==> src/rtl/cic_comp_fir_pkg.sv <==
// Shared types and coefficient table for the CIC droop-compensation FIR.
// Used by cic_comp_fir; the table length must match the top-level NTAPS.
package cic_comp_fir_pkg;

   localparam int unsigned COEF_WIDTH = 16;
   localparam int unsigned COEF_TAPS  = 16;

   typedef logic signed [COEF_WIDTH-1:0] coef_t;

   // Symmetric inverse-sinc taps; the taps sum to 32768, so the DC gain is 1.0 after a 15-bit shift.
   localparam coef_t COEF_TABLE [COEF_TAPS] = '{
      -16'sd3000,  16'sd4000, -16'sd6000,  16'sd8000,
      -16'sd10000, 16'sd12000, -16'sd14000, 16'sd25384,
       16'sd25384, -16'sd14000, 16'sd12000, -16'sd10000,
       16'sd8000, -16'sd6000,  16'sd4000, -16'sd3000
   };

   typedef enum logic [1:0] {
      IDLE,
      MAC,
      ROUND,
      OUT
   } fir_state_e;

endpackage

==> src/rtl/cic_comp_round_sat.sv <==
// Round-half-up, arithmetic shift and width reduction of the FIR accumulator.
// Define CIC_COMP_FIR_SAT_EN to clamp out-of-range results; otherwise the low bits wrap.
module cic_comp_round_sat #(
   parameter int unsigned ACC_W     = 35,
   parameter int unsigned OUT_WIDTH = 16,
   parameter int unsigned OUT_SHIFT = 15
) (
   input  logic signed [ACC_W-1:0]     i_acc,
   output logic signed [OUT_WIDTH-1:0] o_result_c
);

   // One guard bit keeps the rounding add from overflowing.
   localparam int unsigned             EXT_W = ACC_W + 1;
   localparam logic signed [EXT_W-1:0] HALF  = EXT_W'(1) << (OUT_SHIFT - 1);

   logic signed [EXT_W-1:0] w_sum;
   logic signed [EXT_W-1:0] w_shr;

   assign w_sum = EXT_W'(i_acc) + HALF;
   assign w_shr = w_sum >>> OUT_SHIFT;

`ifdef CIC_COMP_FIR_SAT_EN
   localparam int unsigned HI_W = EXT_W - OUT_WIDTH + 1;

   logic [HI_W-1:0] w_hi;

   assign w_hi = w_shr[EXT_W-1:OUT_WIDTH-1];

   always_comb begin
      if (w_hi == '0 || w_hi == '1) begin
         o_result_c = OUT_WIDTH'(w_shr);
      end else if (w_shr[EXT_W-1]) begin
         o_result_c = {1'b1, {(OUT_WIDTH-1){1'b0}}};
      end else begin
         o_result_c = {1'b0, {(OUT_WIDTH-1){1'b1}}};
      end
   end
`else
   assign o_result_c = OUT_WIDTH'(w_shr);
`endif

endmodule

==> src/rtl/cic_comp_fir.sv <==
// Sequential-MAC CIC droop-compensation FIR with a valid/ready output and a 1-entry input hold.
// Build with CIC_COMP_FIR_SAT_EN defined to saturate the output instead of wrapping it.
module cic_comp_fir
   import cic_comp_fir_pkg::*;
#(
   parameter int unsigned IN_WIDTH  = 15,
   parameter int unsigned OUT_WIDTH = 16,
   parameter int unsigned NTAPS     = 16,
   parameter int unsigned OUT_SHIFT = 15
) (
   input  logic                        clk,
   input  logic                        sys_rst_n,
   input  logic                        clk_enable,
   input  logic                        ce_in,
   input  logic signed [IN_WIDTH-1:0]  filter_in,
   output logic signed [OUT_WIDTH-1:0] filter_out,
   output logic                        valid_out,
   input  logic                        ready_in,
   output logic                        busy,
   output logic                        overrun
);

   localparam int unsigned      PTR_W    = $clog2(NTAPS);
   localparam int unsigned      PROD_W   = IN_WIDTH + COEF_WIDTH;
   localparam int unsigned      ACC_W    = PROD_W + $clog2(NTAPS);
   localparam logic [PTR_W-1:0] LAST_IDX = PTR_W'(NTAPS - 1);

   logic [1:0]                  r_rst_sync;
   logic                        w_rst_n;
   fir_state_e                  r_state;
   fir_state_e                  w_state_nxt;
   logic                        w_start;
   logic                        w_last_tap;
   logic signed [IN_WIDTH-1:0]  r_line [NTAPS];
   logic signed [IN_WIDTH-1:0]  r_hold;
   logic                        r_hold_v;
   logic [PTR_W-1:0]            r_wptr;
   logic [PTR_W-1:0]            r_rptr;
   logic [PTR_W-1:0]            r_tap;
   logic signed [IN_WIDTH-1:0]  w_x;
   logic signed [COEF_WIDTH-1:0] w_c;
   logic signed [PROD_W-1:0]    w_prod;
   logic signed [ACC_W-1:0]     r_acc;
   logic signed [OUT_WIDTH-1:0] w_rounded;
   logic signed [OUT_WIDTH-1:0] r_filter_out;
   logic                        r_valid;
   logic                        r_busy;
   logic                        r_overrun;

   // Reset asserts asynchronously and releases on a clock edge.
   always_ff @(posedge clk or negedge sys_rst_n) begin
      if (!sys_rst_n) begin
         r_rst_sync <= 2'b00;
      end else begin
         r_rst_sync <= {r_rst_sync[0], 1'b1};
      end
   end

   assign w_rst_n = r_rst_sync[1];

   always_ff @(posedge clk or negedge w_rst_n) begin
      if (!w_rst_n) begin
         r_state <= IDLE;
      end else begin
         r_state <= w_state_nxt;
      end
   end

   // A held sample takes priority over a fresh ce_in when leaving IDLE.
   always_comb begin
      w_state_nxt = r_state;
      w_start     = 1'b0;
      w_last_tap  = (r_tap == LAST_IDX);
      if (clk_enable) begin
         case (r_state)
            IDLE: begin
               if (r_hold_v || ce_in) begin
                  w_start     = 1'b1;
                  w_state_nxt = MAC;
               end
            end
            MAC:     if (w_last_tap) w_state_nxt = ROUND;
            ROUND:   w_state_nxt = OUT;
            OUT:     if (ready_in) w_state_nxt = IDLE;
            default: w_state_nxt = IDLE;
         endcase
      end
   end

   assign w_x    = r_line[r_rptr];
   assign w_c    = COEF_TABLE[r_tap];
   assign w_prod = PROD_W'(w_x) * PROD_W'(w_c);

   // Delay line write and MAC walk: read pointer steps back from the newest sample.
   always_ff @(posedge clk or negedge w_rst_n) begin
      if (!w_rst_n) begin
         for (int i = 0; i < int'(NTAPS); i++) begin
            r_line[i] <= '0;
         end
         r_wptr <= '0;
         r_rptr <= '0;
         r_tap  <= '0;
         r_acc  <= '0;
      end else if (clk_enable) begin
         if (w_start) begin
            r_line[r_wptr] <= r_hold_v ? r_hold : filter_in;
            r_rptr         <= r_wptr;
            r_wptr         <= (r_wptr == LAST_IDX) ? '0 : r_wptr + 1'b1;
            r_tap          <= '0;
            r_acc          <= '0;
         end else if (r_state == MAC) begin
            r_acc  <= r_acc + ACC_W'(w_prod);
            r_tap  <= r_tap + 1'b1;
            r_rptr <= (r_rptr == '0) ? LAST_IDX : r_rptr - 1'b1;
         end
      end
   end

   // Input hold, overrun flag and output register.
   always_ff @(posedge clk or negedge w_rst_n) begin
      if (!w_rst_n) begin
         r_hold       <= '0;
         r_hold_v     <= 1'b0;
         r_overrun    <= 1'b0;
         r_filter_out <= '0;
         r_valid      <= 1'b0;
         r_busy       <= 1'b0;
      end else if (clk_enable) begin
         if (r_state == IDLE) begin
            if (r_hold_v) begin
               r_hold_v <= ce_in;
               if (ce_in) r_hold <= filter_in;
            end
         end else if (ce_in) begin
            if (r_hold_v) begin
               r_overrun <= 1'b1;
            end else begin
               r_hold   <= filter_in;
               r_hold_v <= 1'b1;
            end
         end
         if (r_state == ROUND) begin
            r_filter_out <= w_rounded;
            r_valid      <= 1'b1;
         end else if (r_state == OUT && ready_in) begin
            r_valid <= 1'b0;
         end
         r_busy <= (w_state_nxt != IDLE);
      end
   end

   cic_comp_round_sat #(
      .ACC_W     (ACC_W),
      .OUT_WIDTH (OUT_WIDTH),
      .OUT_SHIFT (OUT_SHIFT)
   ) u_round (
      .i_acc      (r_acc),
      .o_result_c (w_rounded)
   );

   assign filter_out = r_filter_out;
   assign valid_out  = r_valid;
   assign busy       = r_busy;
   assign overrun    = r_overrun;

endmodule

==> config.mk <==
export PLATFORM = sky130hd
export DESIGN_NAME = cic_comp_fir
export DESIGN_NICKNAME = d
export VERILOG_FILES = /design/src/rtl/cic_comp_fir_pkg.sv /design/src/rtl/cic_comp_round_sat.sv /design/src/rtl/cic_comp_fir.sv
export SDC_FILE = /design/constraint.sdc
export NUM_CORES = 1
export LEC_CHECK = 0
export ABC_AREA = 1
export CORE_AREA = 2 2 233 235
export DETAILED_ROUTE_END_ITERATION = 12
export DIE_AREA = 0 0 235 237
export SYNTH_ARGS = -nofsm -noshare
export SYNTH_HDL_FRONTEND = slang
export SYNTH_SLANG_ARGS = --single-unit
export TNS_END_PERCENT = 5
==> constraint.sdc <==
create_clock -name clk -period 30.5 [get_ports clk]
set_input_delay 6.1 -clock clk [delete_from_list [all_inputs] [get_ports clk]]
set_output_delay 6.1 -clock clk [all_outputs]
set_load 0.02 [all_outputs]
==> flow_metrics.py, run 1 <==
metrics = {
    "drt": {
        "drt_wl_total_um": 66700,
        "wire_per_inst_um": 18.52,
        "vias_per_cell": 5.329,
        "drt_iter0_drc": 1562,
        "drc": 0,
        "via_count": 19190,
        "antenna_left": 0,
        "drtPass1Iterations": 5,
    },
    "timing": {
        "final.setup_skew_ns": 0.03837,
        "finalCriticalPeriod_ns": 9.099,
        "relSlewSlack": 0.1157,
        "finalHoldViolations": 0,
        "max_freq_ghz": 0.1099,
        "slew_viol_final": 0,
        "setup_viol": 0,
        "fin_crit_sh": 0.2983,
        "worst_slew_pin_slew_ns": 1.322,
        "grt_setup_unrepaired": "no",
        "tns_ns": 0,
    },
    "worst_setup_path": {
        "cp.arrival_ns": 9.55,
        "rr_worst_depth": 31,
        "cpLargestDelayFamily": "adder cells",
        "cp.required_ns": 30.95,
        "cp_num_buf_inv": 8,
        "critical_path_class": "reg2reg",
        "r2r_slack_ns": 21.40,
        "path_depth": 31,
        "regToRegEndpoint": "r_acc[23]$_DFFE_PN0P_",
        "r2r_start": "r_rptr[0]$_DFFE_PN0P_",
        "critical_path.max_stage_delay_ns": 0.96,
        "cp_max_fo": 79,
        "cp_slowest_cell": "dfrtp_4",
        "cp-end-kind": "flop",
        "crit_path_start": "r_rptr[0]$_DFFE_PN0P_",
        "cpMostUsedCell": "nand2_1",
        "start_kind": "flop",
    },
    "global_route": {
        "grt_pass1_wl_um": 108200,
        "track_usage": 0.2461,
        "overflow": 0,
        "grt_antenna_before_repair": 1,
        "grt_pass1_vias": 19480,
        "grt_max_degree": 179,
    },
    "hold_path": {
        "hp-class": "reg2reg",
        "min_path_cells": 0,
        "hold_end": "r_rst_sync[1]$_DFF_PN0_",
        "min_from": "r_rst_sync[0]$_DFF_PN0_",
    },
    "clock_tree": {
        "h-tree-depth": 2,
        "clkLatencyLatePin_ns": 0.59,
        "post_cts_buffers": 0,
        "numCtsBuffers": 36,
        "clk_pin_slew_ns": 0.06,
        "cts.path.max_buffers": 3,
        "cts_resized": 0,
        "cts.sinks": 319,
        "ctsHoldBuffers": 0,
        "cts_tree": "yes",
        "root_buffer": "clkbuf_16",
    },
    "status": {
        "status": "complete, no violations",
    },
    "die": {
        "die_h_um": 237,
        "die_w_um": 235,
        "die-area_um2": 55700,
        "fp-row-count": 85,
        "initial_core_util": 0.4531,
        "io_pins": 39,
        "core_area_um2": 53280,
    },
    "cells_and_area": {
        "fill_cells": 5149,
        "multi_input_area_um2": 13470,
        "drive_gt1_frac": 0.05439,
        "antenna_cells": 0,
        "fin_nets": 3225,
        "layout.area.seq_um2": 7991,
        "area.growth.synth_to_final_pct": 7.168,
    },
    "yosys": {
        "netlist_area_um2": 24140,
        "async_flop_share": 1.000,
        "synthFlopType": "dfrtp_1",
        "synth_area_leaders": "dfrtp_1 (33%), fa_1 (18%), nand2_1 (9.1%), inv_1 (7.0%), o21ai_0 (6.8%)",
        "synthDistinctLibCells": 53,
        "synthCells": 2934,
        "yosys_register_bits": 319,
        "synth_top_area_share": 0.3307,
        "ys_warn_count": 0,
        "yosysTopAreaCell": "dfrtp_1",
        "syn_nets": 3277,
        "seq_area_frac_synth": 0.3307,
        "synth_edf_count": 0,
        "syn_area_per_cell_um2": 8.228,
    },
    "placed_design": {
        "dpl.hpwl_um": 48430,
        "port_buffers": 38,
        "gp_congestion": 0.9364,
    },
    "run": {
        "drv_cap": 0,
    },
}
-- routing by layer --
metal / vias to the layer above / part of all wire / global-route usage
met4: 0 / 0.030 / 0.07307
met1: 9371 / 0.45 / 0.3456
met2: 600 / 0.45 / 0.3887
met3: 113 / 0.071 / 0.04663
met5: - / 0 / 0
li1: 9107 / - / -
-- final cells by class --
class,count,area share
clock inverter,11,0.007206
clock buffer,50,0.03801
tap,696,0.03366
sequential,319,0.3089
multi-input combinational,1986,0.5206
timing repair buffer,60,0.02186
inverter,479,0.06983
-- through the flow --
step                      cell area (um2)    util  hold WS [ns]  setup slack, ns  cells
final                               25870  0.4856        0.3537            21.40   3601
after global routing                25870  0.4856        0.3642            20.90   3601
after CTS                           25860  0.4853        0.3594            21.56   3600
after detailed placement            24690  0.4633        0.3464            21.28   3539
after global placement              24690  0.4633        0.3451            21.36   3539
after floorplan                     24140       -        0.3312            20.95   2934
-- cells in the mapped netlist (4+ instances only) --
| master | instances |
|---|---|
| ha_1 | 102 |
| fa_1 | 221 |
| buf_4 | 20 |
| a21oi_2 | 11 |
| o22ai_1 | 31 |
| o211ai_1 | 12 |
| o21ai_0 | 328 |
| a22o_1 | 13 |
| nand2_2 | 7 |
| a21oi_1 | 134 |
| nor2_2 | 15 |
| o221ai_1 | 16 |
| o21ai_1 | 62 |
| nor3_1 | 8 |
| nand3_1 | 46 |
| xnor2_1 | 5 |
| clkinv_1 | 9 |
| inv_1 | 448 |
| clkbuf_1 | 53 |
| buf_2 | 49 |
| o211ai_2 | 8 |
| a31oi_1 | 4 |
| buf_6 | 26 |
| inv_2 | 20 |
| nand2_4 | 4 |
| dfrtp_1 | 319 |
| nand4_1 | 14 |
| nor2_1 | 317 |
| xor2_1 | 12 |
| nand2_1 | 588 |
-- layout by cell type, fill, tap and decap left out, types with 11 or more instances in the layout --
| cell | count |
|---|---|
| clkbuf_16 | 36 |
| a22o_1 | 13 |
| nor2_1 | 316 |
| a21oi_1 | 134 |
| o221ai_1 | 16 |
| inv_1 | 448 |
| nand3_1 | 46 |
| nand4_1 | 14 |
| o211ai_1 | 12 |
| clkbuf_1 | 11 |
| nor2_2 | 16 |
| a21oi_2 | 11 |
| o21ai_1 | 62 |
| ha_1 | 102 |
| o21ai_0 | 328 |
| inv_2 | 19 |
| nand2_1 | 588 |
| clkdlybuf4s50_1 | 38 |
| fa_1 | 221 |
| buf_4 | 20 |
| dfrtp_1 | 316 |
| xor2_1 | 12 |
| o22ai_1 | 31 |
-- flip-flops by register name, summed over array words and instances, names as in the netlist --
| register | cells |
|---|---|
| busy | 1 |
| filter_out | 16 |
| overrun | 1 |
| r_acc | 28 |
| r_hold | 15 |
| r_hold_v | 1 |
| r_line | 240 |
| r_rptr | 4 |
| r_rst_sync | 2 |
| r_state | 2 |
| r_tap | 4 |
| r_wptr | 4 |
| valid_out | 1 |
-- logic make-up after synthesis --
family          share of synthesized area
compound gates                     0.1452
buf+inv                            0.1119
fa+ha+maj                          0.2361
xor+xnor                         0.006167
flops                              0.3307
simple gates                       0.1698
other cells                     0.0001553
-- worst max-delay path by stage --
stage	end
floorplan	busy$_DFFE_PN0P_
global placement	r_line[140]$_DFFE_PN0P_
global route	r_acc[23]$_DFFE_PN0P_
CTS	r_acc[23]$_DFFE_PN0P_
finish	r_acc[23]$_DFFE_PN0P_
detailed placement	r_line[135]$_DFFE_PN0P_
Power of run 1 is left out: the tool's default activity adds up to more than one toggle a clock period on the data nets, which glitch-free logic cannot reach.
==> run 2, diff against run 1 <==
==> constraint.sdc (replaced) <==
create_clock -name clk -period 8.4 [get_ports clk]
set_input_delay 1.68 -clock clk [delete_from_list [all_inputs] [get_ports clk]]
set_output_delay 1.68 -clock clk [all_outputs]
set_load 0.02 [all_outputs]
==> run 2 against run 1 <==
Net effect: register-to-register slack got worse by 21 ns; worst hold slack lost 0.0066 ns; first-iteration DRC count up 0.19%; core utilization grew 0.47 points; critical path type unchanged; highest routed layer unchanged.
==> flow_metrics.py, run 2 (synthesis gave the netlist of run 1 again) <==
metrics = {
    "global_route": {
        "grt_max_degree": 148,
        "grt_pass1_wl_um": 109300,
        "grt_antenna_before_repair": 0,
        "overflow": 0,
        "track_usage": 0.2500,
        "grt_pass1_vias": 19460,
    },
    "timing": {
        "tns_ns": 0,
        "max_freq_ghz": 0.1282,
        "finalCriticalPeriod_ns": 7.802,
        "setup_ws_ns": 0.5976,
        "slew_viol_final": 0,
        "grt_setup_unrepaired": "no",
        "relSlewSlack": 0.08163,
        "fin_crit_sh": 0.9289,
        "setup_viol": 0,
        "finalHoldViolations": 0,
        "final.setup_skew_ns": 0.02006,
        "worst_slew_pin_slew_ns": 1.372,
    },
    "clock_tree": {
        "h-tree-depth": 2,
        "cts_tree": "yes",
        "clk_pin_slew_ns": 0.06,
        "post_cts_buffers": 0,
        "cts.sinks": 319,
        "cts_resized": 0,
        "cts.path.max_buffers": 3,
        "clkLatencyLatePin_ns": 0.57,
        "ctsHoldBuffers": 0,
        "numCtsBuffers": 37,
        "root_buffer": "clkbuf_16",
    },
    "worst_setup_path": {
        "cp_slowest_cell": "nor2_1",
        "cp-end-kind": "flop",
        "cp.arrival_ns": 8.25,
        "cp.required_ns": 8.85,
        "cpMostUsedCell": "nand2_1",
        "cp_max_fo": 15,
        "critical_path_class": "reg2reg",
        "critical_path.max_stage_delay_ns": 1.10,
        "cpLargestDelayFamily": "adder cells",
        "start_kind": "flop",
        "cp_num_buf_inv": 6,
    },
    "drt": {
        "drtPass1Iterations": 5,
        "drc": 0,
        "antenna_left": 0,
        "drt_wl_total_um": 67870,
        "drt_iter0_drc": 1565,
        "wire_per_inst_um": 18.75,
        "via_count": 19330,
        "vias_per_cell": 5.339,
    },
    "cells_and_area": {
        "final_cell_mix": "nand2_1 (588), inv_1 (448), o21ai_0 (328), dfrtp_1 (316), nor2_1 (315)",
        "fill_cells": 5142,
        "largest_reg_flops": 240,
        "top_register": "r_line",
        "multi_input_area_um2": 13470,
        "drive_gt1_frac": 0.06259,
        "final_common_cell": "nand2_1",
        "layout.area.seq_um2": 7991,
        "fin_nets": 3242,
        "area.growth.synth_to_final_pct": 8.204,
        "antenna_cells": 0,
    },
    "die": {
        "fp-row-count": 85,
        "die_w_um": 235,
        "io_pins": 39,
        "core_area_um2": 53280,
        "initial_core_util": 0.4531,
        "die_h_um": 237,
        "die-area_um2": 55700,
    },
    "placed_design": {
        "dpl.hpwl_um": 49650,
        "dp_slack_ns": 0.7536,
        "gp_congestion": 0.9277,
        "port_buffers": 38,
    },
    "status": {
        "status": "complete, no violations",
    },
    "hold_path": {
        "hp-class": "reg2async",
    },
    "run": {
        "drv_cap": 0,
    },
}
-- run 2: layer usage --
metal	GRT usage	share of wire	up-vias	wire length, um
li1	-	-	9124	-
met1	0.3543	0.44	9464	30190
met2	0.3931	0.45	648	30490
met3	0.04686	0.080	91	5443
met4	0.07020	0.026	0	1744
met5	0	0	-	0
-- run 2: area by class of cell --
type                       count  share of cell area
multi-input combinational   1986              0.5157
clock inverter                 9            0.005891
inverter                     479             0.06916
clock buffer                  55             0.04263
timing repair buffer          76             0.02740
tap                          696             0.03334
sequential                   319              0.3059
-- run 2: worst reg2reg max path, cell delays in order (launching register included) --
cell and delay [ns]:
dfrtp_1 0.35, inv_1 0.22, nor2_1 1.10, a22o_1 0.39, inv_1 0.07, nand2_1 0.46
nand2_1 0.14, fa_1 0.52, inv_1 0.07, fa_1 0.50, fa_1 0.55, fa_1 0.46
fa_1 0.52, inv_1 0.06, fa_1 0.49, inv_1 0.04, ha_1 0.37, nand2_1 0.15
nor2_1 0.13, inv_1 0.05, nor3_1 0.48, nand2_1 0.11, nand2_1 0.13, nand2_1 0.08
nand2_1 0.06, nand2_1 0.04, nand3_1 0.08, nand2_1 0.05
-- run 2: worst paths after layout --
kind / startpoint / endpoint / slack [ns] / cells after the start
worst max-delay path: r_rptr[2]$_DFFE_PN0P_ / r_acc[24]$_DFFE_PN0P_ / 0.60 / 27
worst max register to register: r_rptr[2]$_DFFE_PN0P_ / r_acc[24]$_DFFE_PN0P_ / 0.60 / 27
min in group clk: r_rst_sync[0]$_DFF_PN0_ / r_rst_sync[1]$_DFF_PN0_ / 0.35 / 0
max in group asynchronous: r_rst_sync[1]$_DFF_PN0_ / r_line[110]$_DFFE_PN0P_ / 6.13 / 2
worst min register to register: r_rst_sync[1]$_DFF_PN0_ / valid_out$_DFFE_PN0P_ / 0.35 / 0
worst min-delay path: r_rst_sync[1]$_DFF_PN0_ / valid_out$_DFFE_PN0P_ / 0.35 / 0
-- run 2: stage by stage --
stage               area, um2  hold slack, ns    util  cells
global placement        24850          0.3333  0.4664   3556
global route            26120          0.3545  0.4903   3620
CTS                     26120          0.3514  0.4902   3620
detailed placement      24850          0.3381  0.4664   3556
floorplan               24140          0.3311       -   2934
finish                  26120          0.3471  0.4903   3620
Power of run 2 is left out for the same reason.
